File: src/rtl/if_fsm_pkg.sv
// if_fsm_pkg: shared state encodings, opcode constants and bus width for the fetch FSM
package if_fsm_pkg;
  localparam int BUS_W = 16;
  typedef enum logic [3:0] {
    S_IDLE, S_PC_OUT, S_MEM_REQ, S_IR_LOAD, S_DECODE, S_EXEC, S_SKIP, S_HALT, S_FAULT
  } state_t;
  localparam logic [3:0] OP_LEGAL_LO = 4'b0001;
  localparam logic [3:0] OP_LEGAL_HI = 4'b1000;
  localparam logic [3:0] OP_HALT     = 4'b1111;
  function automatic logic op_legal(input logic [3:0] op);
    return op >= OP_LEGAL_LO && op <= OP_LEGAL_HI;
  endfunction
endpackage

File: src/rtl/if_watchdog.sv
// if_watchdog: counts EXEC cycles; o_last flags the final cycle allowed before a fault
module if_watchdog #(
  parameter int TIMEOUT = 32
) (
  input  logic clk,
  input  logic rst,
  input  logic i_clr,
  input  logic i_en,
  output logic o_last
);
  localparam int W = $clog2(TIMEOUT) + 1;
  logic [W-1:0] r_cnt;
  always_ff @(posedge clk) begin
    if (rst || i_clr) r_cnt <= '0;
    else if (i_en) r_cnt <= r_cnt + W'(1);
  end
  assign o_last = r_cnt == W'(TIMEOUT - 1);
endmodule

File: src/rtl/if_fsm.sv
// if_fsm: instruction fetch/decode sequencer with illegal-opcode skip, HALT and exec watchdog
module if_fsm
  import if_fsm_pkg::*;
#(
  parameter int EXEC_TIMEOUT = 32
) (
  input  logic             clk,
  input  logic             rst,
  input  logic [BUS_W-1:0] bus_in,
  input  logic             mem_ready,
  input  logic             exec_done,
  output logic             pcOutEN,
  output logic             marLatch,
  output logic             memRead,
  output logic             mdrOutEN,
  output logic             IF_active,
  output logic [BUS_W-1:0] instruction,
  output logic             pcInc,
  output logic             illegal,
  output logic             halted,
  output logic             fault,
  output logic [15:0]      instr_count
);
  state_t           r_state, w_next;
  logic [BUS_W-1:0] r_instr;
  logic [15:0]      r_count;
  logic             w_wd_last, w_done;
  logic [3:0]       w_op;
  assign w_op = r_instr[15:12];
  assign w_done = r_state == S_EXEC && exec_done;
  if_watchdog #(.TIMEOUT(EXEC_TIMEOUT)) u_wd (
    .clk    (clk),
    .rst    (rst),
    .i_clr  (r_state == S_DECODE),
    .i_en   (r_state == S_EXEC),
    .o_last (w_wd_last)
  );
  always_ff @(posedge clk) begin
    if (rst) begin
      r_state <= S_IDLE;
      r_instr <= '0;
      r_count <= '0;
    end else begin
      r_state <= w_next;
      if (r_state == S_IR_LOAD) r_instr <= bus_in;
      if (w_done) r_count <= r_count + 16'd1;
    end
  end
  always_comb begin
    w_next = r_state;
    unique case (r_state)
      S_IDLE:    w_next = S_PC_OUT;
      S_PC_OUT:  w_next = S_MEM_REQ;
      S_MEM_REQ: w_next = mem_ready ? S_IR_LOAD : S_MEM_REQ;
      S_IR_LOAD: w_next = S_DECODE;
      S_DECODE:  w_next = op_legal(w_op) ? S_EXEC : w_op == OP_HALT ? S_HALT : S_SKIP;
      S_EXEC:    w_next = exec_done ? S_PC_OUT : w_wd_last ? S_FAULT : S_EXEC;
      S_SKIP:    w_next = S_PC_OUT;
      S_HALT:    w_next = S_HALT;
      S_FAULT:   w_next = S_FAULT;
      default:   w_next = S_IDLE;
    endcase
  end
  // Strobes are masked while rst is high so a mid-fetch reset never leaks a bus command.
  always_comb begin
    pcOutEN   = !rst && r_state == S_PC_OUT;
    marLatch  = !rst && r_state == S_PC_OUT;
    memRead   = !rst && (r_state == S_MEM_REQ || r_state == S_IR_LOAD);
    mdrOutEN  = !rst && r_state == S_IR_LOAD;
    pcInc     = !rst && r_state == S_SKIP;
    illegal   = !rst && r_state == S_SKIP;
    halted    = !rst && r_state == S_HALT;
    fault     = !rst && r_state == S_FAULT;
    IF_active = rst || !(r_state inside {S_DECODE, S_EXEC, S_SKIP});
  end
  assign instruction = r_instr;
  assign instr_count = r_count;
endmodule

File: config.mk
export PLATFORM = sky130hd
export DESIGN_NAME = if_fsm
export DESIGN_NICKNAME = d
export VERILOG_FILES = /design/src/rtl/if_fsm_pkg.sv /design/src/rtl/if_watchdog.sv /design/src/rtl/if_fsm.sv
export SDC_FILE = /design/constraint.sdc
export NUM_CORES = 1
export LEC_CHECK = 0
export ABC_AREA = 1
export ABC_CLOCK_PERIOD_IN_PS = 1800
export BUFFER_PORTS_ARGS = -buffer_cell sky130_fd_sc_hd__buf_2
export CAP_MARGIN = 40
export CELL_PAD_IN_SITES_DETAIL_PLACEMENT = 0
export CELL_PAD_IN_SITES_GLOBAL_PLACEMENT = 1
export CORE_ASPECT_RATIO = 2
export CORE_MARGIN = 5
export CORE_UTILIZATION = 35
export DETAILED_ROUTE_END_ITERATION = 8
export HOLD_SLACK_MARGIN = 0.05
export PLACE_DENSITY_LB_ADDON = 0.1
export SKIP_LAST_GASP = 1
export SLEW_MARGIN = 20
export SYNTH_ARGS = -nofsm -noshare
export SYNTH_HDL_FRONTEND = slang
export SYNTH_SLANG_ARGS = --single-unit
export TNS_END_PERCENT = 1
File: constraint.sdc
create_clock -name clk -period 1.8 [get_ports clk]
set_clock_uncertainty 0.05 [all_clocks]
set_input_delay 0.09 -clock clk [delete_from_list [all_inputs] [get_ports clk]]
set_output_delay 0.09 -clock clk [all_outputs]
set_load 0.01 [all_outputs]
==> impl_metrics.toml, run 1 <==
[global_routing]
first_global_vias = 1979
grt_first_pass_wirelength_um = 8870
grt.total_usage_pct = 15.1
grt_use_met3_pct = 4.14
grt-busiest-layer = "met2"
met2_usage_pct = 27.0
grt_overflow = 0
grt_start_max_net_pins = 24
use_met1_pct = 15.6
antenna_found_initial = 0

[floorplan]
rows = 39
die_w_um = 63.4
io_pins = 61
die_area_um2 = 7400
core_um2 = 5610
dieHeight_um = 117
start_util_pct = 35.5

[synth]
seq_area_frac_synth_pct = 42.2
synth_area_per_cell_um2 = 6.81
synth_top_cell_by_area = "dfxtp_1"
yosys.area.top_type_share_pct = 42.2
yosys-top-cells-area = "dfxtp_1 42%, nor2_1 12%, nand2_1 11%"
synth_ff_type = "dfxtp_1"
synthArstFlopShare_pct = 0
synth_cells = 293
syn-num-nets = 315
ys_types = 31
synth_commonest_cells = "65 x nor2_1, 56 x nand2_1, 42 x dfxtp_1"
syn_area_um2 = 1990
ys_warn_count = 0
yosysMostFrequentCell = "nor2_1"
synth_seq_cells = 42
synth-edff-count = 0

[sta]
worstMarginPinSlew_ns = 0.437
maxSlewHeadroom_pct = 70.8
min_period_ns = 1.67
setup_viol = 0
tns_ns = 0
timing.fmax_mhz = 598
drv_slew = 0
rsz0062_at_grt = "false"
worst_slack_ns = 0.128
fin_crit_sh_pct = 92.9
finalHoldViolCount = 0

[detailed_routing]
wl_per_cell_um = 12.4
vias = 2074
antenna_left = 0
dr.pass1.iters = 5
wirelength_um = 5360
drt_iter0_markers = 81
post-route-drc-count = 0
avgViaCountPerCell = 4.81

[critical_path]
required_ns = 1.66
arrival_ns = 1.53
worstSetupEndpointType = "output port"
crit_type = "reg2out"
cp_max_fo = 19
r2r_end = "instr_count[7]"
reg2reg_depth = 7
start_kind = "flop"
ff2ff_setup_slack_ns = 0.19
r2r-start = "r_state[0]"

[final_layout]
post-route-cell-area_um2 = 2670
drive_gt1_share_pct = 20.5
fillers = 610
ff_latch_area_um2 = 841
utilization_pct = 47.6
multi_input_area_um2 = 986
syn_to_final_growth_pct = 33.8
antenna_cells = 0
layout.nets = 391

[run_status]
status = "completed"

[placement]
dp_slack_ns = 0.112
place_area_um2 = 2340
dp.final_hpwl_um = 4000
gp_congestion = 0.842
numPortBuffers = 60

[clock_network]
cts_tree = "done"
numClockSinks = 42
cts_buffers = 5
ctsHtreeMaxLevel = 2
cts.path.max_buffers = 2
clock_latency_ns = 0.29
post_cts_buffers = 0
clk_pin_slew_worst_paths_ns = 0.06
cts_root_buf = "clkbuf_16"

[min_path]
hold-path-cell-count = 3
hp-class = "in2reg"
hold_end = "instruction[12]"
worstHoldStart = "bus_in[12]"

[flow_run]
max-cap-violations = 0

[pwr]
cellPowerDensity_nw_per_um2 = 1050
p_leak_nw = 1.19
p_sw_share_pct = 30.2
p_clk_share_pct = 36.2
intPower_mw = 1.96
p_comb_share_pct = 23.7
switchingPower_uw = 849
seqPwrFrac_pct = 40.1
ir_drop_mv = 0.771
## cell families (layout without fill, tap and decap cells)
family                   after synthesis  in the layout  share of synthesized area [%]
AND/OR/NAND/NOR                      161            161                           34.8
XOR/XNOR                               5              5                           2.20
AO/OA/AOI/OAI                         41             41                           10.8
adder cells (fa/ha/maj)                2              2                           1.25
flip-flops                            42             42                           42.2
buffers and inverters                 42            119                           8.78
## placed cells by master (no fill, tap or decap), types with 5 or more instances in the layout
master,instances
buf_2,60
inv_1,31
o21ai_0,24
a21oi_1,13
dfxtp_1,42
nand3_1,14
nor2_1,65
clkbuf_16,5
dlygate4sd3_1,16
nand2_1,56
nor3_1,11
## timing repair
action	4_1_cts	5_1_grt
setup endpoints to repair	0	3
endpoints found under the hold margin	16	0
gates resized for setup	0	1
hold buffers	16	0
## how the worst max path moves through the flow
stage               slack, ns           start  cells past startpoint              end
CTS                      0.09      r_state[0]                      7   instr_count[7]
global route           0.0006      r_state[3]                      7         mdrOutEN
floorplan                0.41  instr_count[1]                      6  instr_count[14]
global placement         0.22      r_state[0]                      9   instr_count[9]
finish                   0.13      r_state[3]                      7         mdrOutEN
detailed placement       0.11      r_state[0]                      7   instr_count[7]
## registers in the layout, summed over array words and instances (netlist names)
| name | flops |
|---|---|
| instruction | 16 |
| r_state | 4 |
| u_wd.r_cnt | 6 |
| instr_count | 16 |
## critical path, stage by stage, from the launching register on
cell,delay (ns)
dfxtp_1,0.40
inv_1,0.09
nand2_1,0.14
inv_1,0.08
nand2_1,0.11
buf_4,0.23
nor2_1,0.05
buf_2,0.14
## power by group through the flow
stage / registers, mW / logic [mW] / clock network, mW
final: 1.13 / 0.667 / 1.02
after global placement: 1.14 / 0.642 / 0
after global routing: 1.15 / 0.755 / 1.08
after detailed placement: 1.15 / 0.641 / 0
after floorplan: 1.18 / 0.398 / 0
after CTS: 1.13 / 0.670 / 1.04
## per-stage QoR
stage	hold slack (ns)	total power [mW]	cells
2_1_floorplan	0.205	1.58	293
3_3_place_gp	0.288	1.79	407
3_5_place_dp	0.297	1.79	407
4_1_cts	0.0501	2.84	431
5_1_grt	0.100	2.98	431
6_report	0.0410	2.81	431
## routing by layer
metal / up-vias / part of all wire [%]
li1: 1088 / -
met1: 924 / 39
met2: 51 / 52
met3: 11 / 5.3
met4: 0 / 2.8
met5: - / 0
## final cells by class
cell class / count / area share [%]
multi-input cells: 209 / 36.9
flip-flops and latches: 42 / 31.5
clock buffers: 7 / 4.97
inverters: 32 / 4.50
repair buffers: 79 / 18.1
well taps: 61 / 2.86
clock inverters: 1 / 1.13
Note: power is estimated with default switching activity, not from simulation.
==> inputs of run 2 (changes only) <==
--- a/config.mk
+++ b/config.mk
@@ -12,9 +12,10 @@
 export CELL_PAD_IN_SITES_DETAIL_PLACEMENT = 0
 export CELL_PAD_IN_SITES_GLOBAL_PLACEMENT = 1
 export CORE_ASPECT_RATIO = 2
-export CORE_MARGIN = 5
+export CORE_MARGIN = 2
 export CORE_UTILIZATION = 35
 export DETAILED_ROUTE_END_ITERATION = 8
+export GPL_ROUTABILITY_DRIVEN = 0
 export HOLD_SLACK_MARGIN = 0.05
 export PLACE_DENSITY_LB_ADDON = 0.1
 export SKIP_LAST_GASP = 1
==> run 2 against run 1 <==
Combinational power increased by 4.6%. Non-clock buffer count increased by 2. Critical path depth unchanged.
==> impl_metrics.toml, run 2 (synthesized netlist as in run 1, its figures left out) <==
[run_status]
status = "completed"

[global_routing]
first_global_vias = 2074
antenna_found_initial = 0
grt_first_pass_wirelength_um = 9180
grt.total_usage_pct = 18.3
grt_start_max_net_pins = 23
grt_overflow = 0

[critical_path]
required_ns = 1.66
cp_slowest_stage_delay_ns = 0.41
cp_max_fo = 15
critPathLaunch = "r_state[3]"
r2r-start = "r_state[0]"
start_kind = "flop"
cpMostUsedCell = "inv_1"
crit_type = "reg2out"
endpoint = "mdrOutEN"
worstSetupEndpointType = "output port"
arrival_ns = 1.51
path_cells = "inv_1, nand2_1, inv_1, nand2_2, buf_6, nor2_1, buf_2"
cp_slowest_cell = "dfxtp_1"
r2r_end = "instr_count[9]"
ff2ff_setup_slack_ns = 0.23
reg2reg_depth = 8

[floorplan]
core_um2 = 5470
die_area_um2 = 6350
die_w_um = 57.4
rows = 38
start_util_pct = 36.5
dieHeight_um = 111
io_pins = 61

[clock_network]
clock_latency_ns = 0.30
numClockSinks = 42
ctsHtreeMaxLevel = 2
cts_tree = "done"
cts.path.max_buffers = 2
clk_pin_slew_worst_paths_ns = 0.07
post_cts_buffers = 0
cts_buffers = 5
cts_root_buf = "clkbuf_8"

[placement]
dp_slack_ns = 0.155
dp.final_hpwl_um = 4190
numPortBuffers = 60

[detailed_routing]
post-route-drc-count = 0
vias = 2102
drt_iter0_markers = 55
dr.pass1.iters = 4
avgViaCountPerCell = 4.88
antenna_left = 0
wl_per_cell_um = 12.9
wirelength_um = 5570

[sta]
fin_crit_sh_pct = 91.7
timing.fmax_mhz = 606
maxSlewHeadroom_pct = 69.3
worst_slack_ns = 0.149
drv_slew = 0
worstMarginPinSlew_ns = 0.459
finalHoldViolCount = 0
tns_ns = 0
rsz0062_at_grt = "true"
min_period_ns = 1.65
setup_viol = 0

[flow_run]
max-cap-violations = 0

[final_layout]
ff_latch_area_um2 = 841
layout.nets = 393
layout_common_cells = "65 x nor2_1, 60 x buf_2, 55 x nand2_1"
syn_to_final_growth_pct = 30.6
antenna_cells = 0
fillers = 609
drive_gt1_share_pct = 20.8
layout_commonest_cell = "nor2_1"
multi_input_area_um2 = 988

[pwr]
p_leak_nw = 1.16
ir_drop_mv = 0.645
cellPowerDensity_nw_per_um2 = 926

[min_path]
hold-path-cell-count = 4
hp-class = "in2reg"
## run 2: critical path, delay by kind of cell, from the launching register on
kind | cells | cell delay (ns)
buffers and inverters | 4 | 0.49
flip-flops | 1 | 0.41
AND/OR/NAND/NOR | 3 | 0.31
## run 2: per-layer routing
metal / track usage, % / share of wire [%]
met5: 0 / 0
met3: 3.50 / 3.0
met4: 9.61 / 3.1
met2: 35.0 / 57
met1: 17.2 / 37
## run 2: timing repair
action                                  4_1_cts  5_1_grt
hold buffers                                 17        0
gates resized for setup                       0        3
endpoints found under the setup margin        0        7
hold endpoints to repair                     19        0
## run 2: final cells by class
type	count	area share, %
Clock buffer	7	2.93
Sequential cell	42	32.3
Multi-Input combinational cell	209	37.9
Tap cell	60	2.88
Inverter	32	4.61
Timing Repair Buffer	81	19.4
## run 2: stage by stage
stage	hold WS [ns]	std cells	instance area (µm²)	util (%)	total power, mW
2_1_floorplan	0.205	293	1990	-	1.58
4_1_cts	0.0766	431	2590	47.4	2.44
6_report	0.0992	431	2610	47.6	2.41
3_5_place_dp	0.297	407	2340	42.9	1.81
3_3_place_gp	0.288	407	2340	42.9	1.81
5_1_grt	0.113	431	2610	47.6	2.57
## run 2: power by group
part / switching [mW] / leakage, nW / internal, mW
Clock: 0.319 / 0.0383 / 0.268
Sequential: 0.0865 / 0.340 / 1.04
Combinational: 0.428 / 0.783 / 0.270
Total: 0.833 / 1.16 / 1.58
## run 2: worst min-delay path by stage
stage               startpoint              to  slack [ns]
floorplan            bus_in[0]  instruction[0]        0.20
global placement     bus_in[3]  instruction[3]        0.29
detailed placement   bus_in[2]  instruction[2]        0.30
CTS                  exec_done      r_state[2]        0.08
global route         mem_ready      r_state[0]        0.11
finish               mem_ready      r_state[0]         0.1
